### src/rtl/mux8_scan_deserializer.sv
// Scans an external 8:1 mux through channels 0..7 and packs the samples into a byte
// behind a one-entry valid/ready buffer. Define MUX8_SCAN_PARITY_EN to add an even-parity output.
module mux8_scan_deserializer #(
  parameter int unsigned SETTLE = 0
) (
  input  logic       CLK,
  input  logic       ASYNCRESETN,
  input  logic       EN,
  output logic [2:0] S,
  input  logic       O,
  output logic [7:0] DATA,
  output logic       VALID,
  input  logic       READY
`ifdef MUX8_SCAN_PARITY_EN
  ,
  output logic       PARITY
`endif
);

  typedef enum logic [1:0] {
    ST_IDLE   = 2'd0,
    ST_SETTLE = 2'd1,
    ST_SAMPLE = 2'd2,
    ST_FULL   = 2'd3
  } state_t;

  localparam bit         HAS_SETTLE  = (SETTLE != 32'd0);
  localparam logic [3:0] SETTLE_LAST = 4'(SETTLE - 32'd1);

  function automatic logic even_parity(input logic [7:0] word);
    return ^word;
  endfunction

  state_t     state_r, state_nx_s, scan_state_s;
  logic [2:0] s_r, s_nx_s;
  logic [3:0] cnt_r, cnt_nx_s;
  logic [7:0] work_r, work_nx_s;
  logic [7:0] data_r, data_nx_s;
  logic       valid_r, valid_nx_s;
  logic       space_s, load_s;
  logic [7:0] load_word_s;

  // Next-state, scan position and output-buffer logic
  always_comb begin
    state_nx_s   = state_r;
    s_nx_s       = s_r;
    cnt_nx_s     = cnt_r;
    work_nx_s    = work_r;
    data_nx_s    = data_r;
    load_s       = 1'b0;
    load_word_s  = work_r;
    space_s      = !valid_r || READY;
    scan_state_s = HAS_SETTLE ? ST_SETTLE : ST_SAMPLE;
    if (valid_r && READY) begin
      valid_nx_s = 1'b0;
    end else begin
      valid_nx_s = valid_r;
    end

    case (state_r)
      ST_IDLE: begin
        s_nx_s   = 3'd0;
        cnt_nx_s = 4'd0;
        if (EN) begin
          state_nx_s = scan_state_s;
        end else begin
          state_nx_s = ST_IDLE;
        end
      end
      ST_SETTLE: begin
        if (!EN) begin
          state_nx_s = ST_IDLE;
          s_nx_s     = 3'd0;
          cnt_nx_s   = 4'd0;
          work_nx_s  = 8'd0;
        end else if (cnt_r == SETTLE_LAST) begin
          state_nx_s = ST_SAMPLE;
          cnt_nx_s   = 4'd0;
        end else begin
          cnt_nx_s = cnt_r + 4'd1;
        end
      end
      ST_SAMPLE: begin
        if (!EN) begin
          state_nx_s = ST_IDLE;
          s_nx_s     = 3'd0;
          work_nx_s  = 8'd0;
        end else if (s_r != 3'd7) begin
          work_nx_s[s_r] = O;
          s_nx_s         = s_r + 3'd1;
          state_nx_s     = scan_state_s;
        end else if (space_s) begin
          load_s      = 1'b1;
          load_word_s = {O, work_r[6:0]};
        end else begin
          // Keep the last sample in the work register so nothing is re-taken.
          work_nx_s[7] = O;
          state_nx_s   = ST_FULL;
        end
      end
      ST_FULL: begin
        if (space_s) begin
          load_s      = 1'b1;
          load_word_s = work_r;
        end else begin
          state_nx_s = ST_FULL;
        end
      end
      default: begin
        state_nx_s = ST_IDLE;
        s_nx_s     = 3'd0;
        cnt_nx_s   = 4'd0;
        work_nx_s  = 8'd0;
      end
    endcase

    if (load_s) begin
      data_nx_s  = load_word_s;
      valid_nx_s = 1'b1;
      s_nx_s     = 3'd0;
      work_nx_s  = 8'd0;
      state_nx_s = EN ? scan_state_s : ST_IDLE;
    end else begin
      data_nx_s = data_r;
    end
  end

  // State and output registers
  always_ff @(posedge CLK or negedge ASYNCRESETN) begin
    if (!ASYNCRESETN) begin
      state_r <= ST_IDLE;
      s_r     <= 3'd0;
      cnt_r   <= 4'd0;
      work_r  <= 8'd0;
      data_r  <= 8'd0;
      valid_r <= 1'b0;
    end else begin
      state_r <= state_nx_s;
      s_r     <= s_nx_s;
      cnt_r   <= cnt_nx_s;
      work_r  <= work_nx_s;
      data_r  <= data_nx_s;
      valid_r <= valid_nx_s;
    end
  end

`ifdef MUX8_SCAN_PARITY_EN
  logic parity_r;

  // Parity register tracks DATA edge for edge
  always_ff @(posedge CLK or negedge ASYNCRESETN) begin
    if (!ASYNCRESETN) begin
      parity_r <= 1'b0;
    end else begin
      parity_r <= even_parity(data_nx_s);
    end
  end

  assign PARITY = parity_r;
`endif

  assign S     = s_r;
  assign DATA  = data_r;
  assign VALID = valid_r;

endmodule
### config.mk
export PLATFORM = sky130hd
export DESIGN_NAME = mux8_scan_deserializer
export DESIGN_NICKNAME = d
export VERILOG_FILES = /design/src/rtl/mux8_scan_deserializer.sv
export SDC_FILE = /design/constraint.sdc
export NUM_CORES = 1
export LEC_CHECK = 0
export ABC_AREA = 1
export CORE_UTILIZATION = 55
export DETAILED_ROUTE_END_ITERATION = 7
export GPL_ROUTABILITY_DRIVEN = 0
export MAX_ROUTING_LAYER = met4
export PLACE_DENSITY_LB_ADDON = 0.2
export SYNTH_ARGS = -nofsm -noshare
export SYNTH_HDL_FRONTEND = slang
export SYNTH_SLANG_ARGS = --single-unit
### constraint.sdc
create_clock -name CLK -period 1.8 [get_ports CLK]
set_input_delay 0.18 -clock CLK [delete_from_list [all_inputs] [get_ports CLK]]
set_output_delay 0.18 -clock CLK [all_outputs]
set_load 0.01 [all_outputs]
Yosys cells after proc, flatten, opt, wreduce, memory -nomap -nowiden
Cells that the tools add are included.
W data, S select, Z words.
{ "totals": {"output_inout_bits": 12, "register_bits": 26, "input_bits": 5, "elab_cells": 68} }
{ "op_classes": {"n_reduce_logical": 12, "n_eq_ne": 9, "muxes": 36, "order_cmp": 2, "add_sub_neg": 2} }
{ "op_table": {"columns": ["operator", "n"], "rows": [
  ["$mux W8", 7],
  ["$pmux W8 S2", 1],
  ["$mux W2", 7],
  ["$mux W3", 4],
  ["$pmux W3 S3", 1],
  ["$reduce_and A3 Y1", 3],
  ["$bwmux W8", 1],
  ["$mux W1", 8],
  ["$mux W4", 2],
  ["$ne A4 B4 Y1 const B", 2],
  ["$pmux W2 S4", 1],
  ["$pmux W4 S2", 1],
  ["$mux W7", 1],
  ["$ne A3 B3 Y1 const B", 2],
  ["$ne A5 B5 Y1 const B", 1],
  ["$add A4 B1 Y4 const B", 1],
  ["$eq A2 B2 Y1 const B", 2],
  ["$eq A4 B4 Y1 const B", 1],
  ["$lt A3 B4 Y1 const B", 1],
  ["$reduce_bool A2 Y1", 2],
  ["$reduce_bool A4 Y1", 1],
  ["$add A3 B1 Y3 const B", 1],
  ["$demux W1 S3", 1],
  ["$ge A3 B1 Y1 const B", 1],
  ["7 further kinds", 8]
]} }

Depth between registers and ports, before layout
Gate-level depths: netlist of the first run.
{ "depth": {"ltp_word": 9, "ltp_mapped": 10} }

Least setup slack after synthesis of the first run
No wires, ideal clock.
{ "synth_timing": {"path_kind": "reg-to-reg", "start": "reg s_r[0] (netlist: S[0])", "end": "reg work_r[5]", "stages_incl_launch_ff": 11, "arrival_ns": 1.547, "setup_slack_ns": 0.136, "synth_period_minus_slack_ns": 1.664, "path_cell_list": "dfrtp_1 ha_1 ha_1 nand3_2 nand2_4 nand3_2 nand2_2 buf_6 nand3_1 nand2_1 nand2_1"} }
{ "synth_between": {"elab_chain_cells": 9, "elab_cells_between_ends": 18, "cone_classes": "order compare (2); eq/ne (3); mux (10); reduce/logical (3)"} }
{ "synth_lines": {"columns": ["item", "line", "text"], "rows": [
  ["start, declared", "35", "logic [2:0] s_r, s_nx_s;"],
  ["start signal, assigned", "139", "s_r <= s_nx_s;"],
  ["$lt A3 B4 Y1 (not written as such) or $ge A3 B1 Y1 (tied branches)", "89", "work_nx_s[s_r] = O;"],
  ["$logic_and A1 B1 Y1 (not written as such)", "89", null],
  ["$mux W1 (not written as such)", "89", null],
  ["$demux W1 S3", "89", null],
  ["$bwmux W8", "89", null],
  ["$mux W7", "88", "end else if (s_r != 3'd7) begin"],
  ["$mux W8", "84", "if (!EN) begin"],
  ["$pmux W8 S2", "60", "case (state_r)"],
  ["$mux W8", "117", "if (load_s) begin"],
  ["end signal, assigned", "141", "work_r <= work_nx_s;"],
  ["end, declared", "37", "logic [7:0] work_r, work_nx_s;"]
]} }
Several ways; a longest one is shown, not always the timed one. The select of a mux whose other input is x is not followed.
A chain may end at the register's enable or synchronous reset.

Final worst setup path of the first run
{ "layout_timing": {"start": "reg s_r[0] (netlist: S[0])", "end": "reg state_r[1]"} }
{ "layout_between": {"elab_chain_cells": 5, "elab_cells_between_ends": 9, "cone_classes": "eq/ne (2); mux (7)"} }
{ "layout_lines": {"columns": ["item", "line", "text"], "rows": [
  ["$ne A3 B3 Y1 *", "88", null],
  ["$mux W1 or $mux W2 (tied branches)", "88", null],
  ["$mux W1 or $mux W2 (tied branches)", "84", null],
  ["$pmux W1 S2 or $pmux W2 S4 (tied branches)", "60", null],
  ["$ne A4 B4 Y1 (no source line) or $mux W2 (tied branches)", null, null],
  ["end signal, assigned", "138", "state_r <= state_nx_s;"],
  ["end, declared", "34", "state_t state_r, state_nx_s, scan_state_s;"]
]} }
Every way passes the cells marked *; elsewhere a longest branch is shown, timed or not.

==> results of run 1 <==
metal layers:
metal  part of all wire [%]  vias to the layer above  global-route usage [%]
met2                     50                       46                    43.7
met4                    1.3                        0                    14.1
met5                      0                        -                       -
met3                    4.9                        5                    3.06
li1                       -                      677                       -
met1                     44                      625                    30.7
power groups by stage:
| stage | clock network [W] | logic, W | registers [W] |
|---|---|---|---|
| floorplan | 0 | 0.000407 | 0.000710 |
| global placement | 0 | 0.000552 | 0.000692 |
| detailed placement | 0 | 0.000587 | 0.000696 |
| CTS | 0.000409 | 0.000595 | 0.000684 |
| global route | 0.000432 | 0.000718 | 0.000701 |
| finish | 0.000408 | 0.000637 | 0.000693 |
metrics by stage:
stage	hold WS, ps	setup TNS [ps]
6_report	195	0
5_1_grt	253	-34.4
4_1_cts	210	0
3_5_place_dp	459	0
3_3_place_gp	453	0
2_1_floorplan	-116	0
layout make-up:
class	instances	area, um2	area share [%]
multi-input combinational	140	763	42.0
inverter	23	86.3	4.76
clock buffer	3	22.5	1.24
clock inverter	1	30.0	1.65
tap	30	37.5	2.07
timing repair buffer	24	224	12.3
sequential	26	652	35.9
cells in the mapped netlist:
cell | count | share of area, %
nor2_1 | 9 | 2.2
nand3_2 | 2 | 1.3
inv_2 | 1 | 0.25
a21oi_1 | 6 | 2.0
buf_2 | 2 | 0.66
o21ai_1 | 3 | 0.99
dfrtp_1 | 26 | 43
nand2_1 | 59 | 15
nand2_4 | 3 | 2.2
xnor2_1 | 1 | 0.58
o21ai_0 | 4 | 1.3
ha_1 | 8 | 6.6
a21boi_2 | 1 | 0.74
o22ai_1 | 1 | 0.41
buf_6 | 3 | 2.2
inv_1 | 22 | 5.5
nand3_1 | 33 | 11
a22o_1 | 1 | 0.58
nand2_2 | 2 | 0.83
nand4_1 | 7 | 2.9
worst paths after layout:
check	startpoint	to
hold / removal	ASYNCRESETN	DATA[6]$_DFFE_PN0P_
min in group CLK	work_r[3]$_DFFE_PN0P_	work_r[3]$_DFFE_PN0P_
hold reg to reg	work_r[3]$_DFFE_PN0P_	work_r[3]$_DFFE_PN0P_
setup reg to reg	S[0]$_DFFE_PN0P_	state_r[1]$_DFFE_PN0P_
max in group asynchronous	ASYNCRESETN	state_r[1]$_DFFE_PN0P_
setup / recovery	S[0]$_DFFE_PN0P_	state_r[1]$_DFFE_PN0P_
timing repair:
item | CTS | global route
endpoints found under the setup margin | 0 | 13
buffers inserted | 0 | 1
hold endpoints to repair | 0 | 0
resized for setup | 0 | 9
registers in the layout (all words and copies together), names as in the netlist:
signal,count
state_r,2
work_r,8
S,3
VALID,1
cnt_r,4
DATA,8
cell families after synthesis:
family / after synthesis
AND/OR/NAND/NOR: 115
buffers and inverters: 28
flip-flops: 26
AO/OA/AOI/OAI: 16
adder cells (fa/ha/maj): 8
XOR/XNOR: 1
==> impl_metrics.py, run 1 <==
metrics = {
    "global_route": {
        "grt_pass1_vias": 1305,
        "grt_usage_pct": 26.2,
        "globalRoute.totalOverflow": 0,
        "antenna_found_initial": 0,
        "grt_pass1_wl_mm": 5.40,
        "grt_max_degree": 27,
    },
    "cts": {
        "hold_buffers": 0,
        "clockRootBuffer": "clkbuf_4",
        "cts_tree": "yes",
        "cts_buffers": 3,
        "insertion_delay_ps": 330,
        "clockBufferDepth": 2,
        "path_clk_slew_ps": 150,
        "htree_levels": 1,
        "numClockSinks": 26,
    },
    "floorplan": {
        "die_h_um": 54.4,
        "die_x_um": 54.4,
        "initial_utilization_pct": 59.4,
        "pin_count": 17,
        "design.die.area_mm2": 0.00296,
        "rows": 18,
        "core_region_area_mm2": 0.00254,
    },
    "critical_path": {
        "cp_cell_sequence": "ha_1, ha_2, nand3_2, nand2_4, nand2_4, inv_2, nor2_2, nand2_1, nand3_1, nand2_1",
        "crit_fanout": 8,
        "setup.worst_path.end_class": "flip-flop",
        "slowest_delay_ps": 410,
        "worstSetupStartpointType": "flip-flop",
        "cp_num_buf_inv": 1,
        "crit_family": "simple AND/OR/NAND/NOR gates",
        "cp_slowest_cell": "dfrtp_1",
        "required_ps": 2030,
        "path_depth": 10,
        "critical_path_class": "flip-flop to flip-flop",
        "reg2reg_slack_ps": 120,
        "r2r_cells": 10,
        "arrival_ps": 1910,
    },
    "yosys": {
        "syn_area_mm2": 0.00151,
        "synthAdderAreaFrac_pct": 6.62,
        "synth_top_family_by_area": "simple AND/OR/NAND/NOR gates",
        "yosysWarnings": 0,
        "syn_avg_cell_area_um2": 7.79,
        "synth.yosys.seq_area_share_pct": 43.0,
        "synthSimpleGateAreaFrac_pct": 35.1,
        "synth_compound_area_share_pct": 6.04,
        "synthMuxAreaShare_pct": 0,
        "synthCells": 194,
        "yosys.area_share.xor_xnor_pct": 0.579,
        "yosys_register_bits": 26,
        "syn_nets": 207,
        "ys_types": 20,
    },
    "status": {
        "outcome": "completed",
    },
    "min_path": {
        "min_path_type": "input pin to async pin",
    },
    "finish": {
        "finalCoreUtilization_pct": 71.3,
        "layout.nets": 231,
        "mostFrequentLayoutCell": "nand2_1",
        "fin_area_mm2": 0.00182,
        "antennaDiodeCount": 0,
        "final_cell_mix": "nand2_1, nand3_1, dfrtp_1, inv_1, clkdlybuf4s50_1",
        "area_growth_pct": 20.1,
        "num-fill-cells": 207,
        "drive_above_1_share_pct": 12.0,
        "final_cells": 247,
    },
    "power": {
        "switching_power_w": 0.000631,
        "total_power_w": 0.00174,
        "clock_power_share_pct": 23.5,
        "combPwrFrac_pct": 36.6,
        "vdd_drop_max_uv": 769,
        "internal_power_w": 0.00111,
        "cellLeakagePower_nw": 0.968,
        "power.share.switching_pct": 36.3,
        "seqPwrFrac_pct": 39.9,
        "power.density_mw_per_mm2": 957,
    },
    "timing": {
        "max_freq_mhz": 597,
        "setup_viol": 0,
        "setup_ws_ps": 124,
        "min_period_ps": 1680,
        "max_slew_margin_pct": 77.8,
        "hold_viol_final": 0,
        "skew_ps": 2.90,
        "tightest_slew_ps": 333,
        "timing.final.crit_share_pct": 93.1,
        "slew_violations": 0,
    },
    "placement": {
        "dpl.cell_count": 242,
        "pre_cts_ws_ps": 32.2,
        "io_buffers": 16,
        "dp_hpwl_mm": 2.30,
        "place_area_mm2": 0.00172,
    },
    "detailed_routing": {
        "drtPass1Iterations": 5,
        "vias": 1353,
        "drt.antenna.violating_nets": 0,
        "wirelength_mm": 3.32,
        "routed_via_density": 5.48,
        "dr.first_iter.drc_count": 50,
        "wl_per_cell_um": 13.4,
        "drc": 0,
    },
    "flow_run": {
        "cap_violations": 0,
    },
}
No activity file was read; power rests on OpenSTA's default activity.
==> inputs of run 2 (changes only) <==
--- a/config.mk
+++ b/config.mk
@@ -8,2 +8,4 @@
 export ABC_AREA = 1
+export CAP_MARGIN = 20
+export CORE_MARGIN = 5
 export CORE_UTILIZATION = 55
==> constraint.sdc (replaced) <==
create_clock -name CLK -period 1.8 [get_ports CLK]
set_input_delay 0.54 -clock CLK [delete_from_list [all_inputs] [get_ports CLK]]
set_output_delay 0.54 -clock CLK [all_outputs]
set_load 0.01 [all_outputs]
==> impl_metrics.py, run 2 (same netlist as run 1, synthesis figures left out) <==
metrics = {
    "finish": {
        "antennaDiodeCount": 0,
        "finalCoreUtilization_pct": 71.1,
        "drive_above_1_share_pct": 16.5,
        "area_growth_pct": 26.4,
        "layout.nets": 245,
        "final_cell_mix": "nand2_1, nand3_1, dfrtp_1, inv_1, buf_4",
        "mostFrequentLayoutCell": "nand2_1",
        "fin_area_mm2": 0.00191,
    },
    "timing": {
        "tightest_slew_ps": 323,
        "whs_ps": 489,
        "slew_violations": 0,
        "timing.final.crit_share_pct": 95.8,
        "skew_ps": 10.3,
        "setup_ws_ps": 76.2,
        "max_slew_margin_pct": 78.5,
        "min_period_ps": 1720,
        "setup_viol": 0,
        "max_freq_mhz": 580,
        "hold_viol_final": 0,
    },
    "global_route": {
        "grt_max_degree": 27,
        "globalRoute.totalOverflow": 0,
        "grt_pass1_vias": 1315,
        "antenna_found_initial": 0,
        "grt_pass1_wl_mm": 5.61,
        "grt_usage_pct": 18.0,
    },
    "detailed_routing": {
        "routed_via_density": 5.35,
        "drtPass1Iterations": 5,
        "wl_per_cell_um": 12.6,
        "vias": 1401,
        "drc": 0,
        "drt.antenna.violating_nets": 0,
        "wirelength_mm": 3.29,
        "dr.first_iter.drc_count": 57,
    },
    "critical_path": {
        "cp_cell_sequence": "buf_4, dlygate4sd2_1",
        "worstSetupStartpointType": "flip-flop",
        "critical_path_class": "flip-flop to primary output",
        "crit_fanout": 7,
        "setup.worst_path.end_class": "primary output",
        "cp_slowest_cell": "dfrtp_1",
        "required_ps": 1260,
        "slowest_delay_ps": 410,
        "arrival_ps": 1180,
    },
    "floorplan": {
        "initial_utilization_pct": 56.3,
        "die_x_um": 62.4,
        "design.die.area_mm2": 0.00390,
        "pin_count": 17,
        "die_h_um": 62.4,
        "core_region_area_mm2": 0.00269,
        "rows": 19,
    },
    "placement": {
        "dp_hpwl_mm": 2.37,
        "io_buffers": 16,
        "pre_cts_ws_ps": -194,
        "place_area_mm2": 0.00182,
    },
    "power": {
        "total_power_w": 0.00170,
        "power.density_mw_per_mm2": 889,
        "vdd_drop_max_uv": 673,
        "cellLeakagePower_nw": 1.17,
    },
    "cts": {
        "insertion_delay_ps": 330,
        "path_clk_slew_ps": 150,
        "clockRootBuffer": "clkbuf_4",
        "numClockSinks": 26,
        "cts_tree": "yes",
        "htree_levels": 1,
        "clockBufferDepth": 2,
        "cts_buffers": 3,
    },
    "flow_run": {
        "cap_violations": 0,
    },
    "status": {
        "outcome": "completed",
    },
    "min_path": {
        "min_path_type": "flip-flop to flip-flop",
    },
}
## run 2: cell types whose count changed in the layout (fill, tap and decap cells not counted)
cell | before | now
buf_4 | 7 | 22
buf_6 | 1 | 0
clkdlybuf4s50_1 | 16 | 4
dlygate4sd2_1 | 0 | 6
dlymetal6s2s_1 | 0 | 6
ha_1 | 6 | 7
ha_4 | 1 | 0
nor2_1 | 8 | 9
nor2_2 | 1 | 0
## run 2: final cells by class
cell class              count  area, um2
fillers                   207        776
multi-input cells         140        748
flip-flops and latches     26        652
repair buffers             38        333
inverters                  23       86.3
well taps                  31       38.8
clock inverters             1       30.0
clock buffers               3       22.5
## run 2: through the flow
| step | std cells | TNS [ps] |
|---|---|---|
| floorplan | 194 | 0 |
| global placement | 257 | -2100 |
| detailed placement | 257 | -2760 |
| CTS | 261 | 0 |
| global route | 262 | -1.14 |
| finish | 262 | 0 |
## run 2: critical path, delay by kind of cell (launching register included)
kind | cells | cell delay, ps
flip-flops | 1 | 410
buffers and inverters | 2 | 440
## run 2: final timing paths
kind	cells past startpoint	start	slack (ps)	end
setup / recovery	2	S[1]$_DFFE_PN0P_	80	S[1]
hold / removal	2	work_r[1]$_DFFE_PN0P_	490	work_r[1]$_DFFE_PN0P_
setup reg to reg	10	state_r[0]$_DFFE_PN0P_	140	work_r[2]$_DFFE_PN0P_
hold reg to reg	2	work_r[1]$_DFFE_PN0P_	490	work_r[1]$_DFFE_PN0P_
max in group asynchronous	2	ASYNCRESETN	980	S[2]$_DFFE_PN0P_
min in group asynchronous	2	ASYNCRESETN	550	DATA[5]$_DFFE_PN0P_
## run 2: per-layer routing
metal	wire [um]	vias up	track usage (%)	share of wire, %
met5	0	-	-	0
met4	79	0	7.96	2.4
met3	120	9	2.34	3.6
met2	1600	37	30.4	49
met1	1500	650	21.4	45
li1	-	705	-	-
## run 2: timing repair
item | in CTS | in global routing
hold buffers | 0 | 0
setup endpoints to repair | 6 | 24
buffers inserted | 0 | 1
resized for setup | 7 | 10
cloned | 0 | 0
## run 2: where the power goes
group	internal [W]	leakage [nW]	switching (W)	total [W]
Sequential	0.000638	0.357	0.0000461	0.000684
Combinational	0.000231	0.785	0.000378	0.000609
Clock	0.000226	0.0279	0.000180	0.000406
Total	0.00110	1.17	0.000604	0.00170
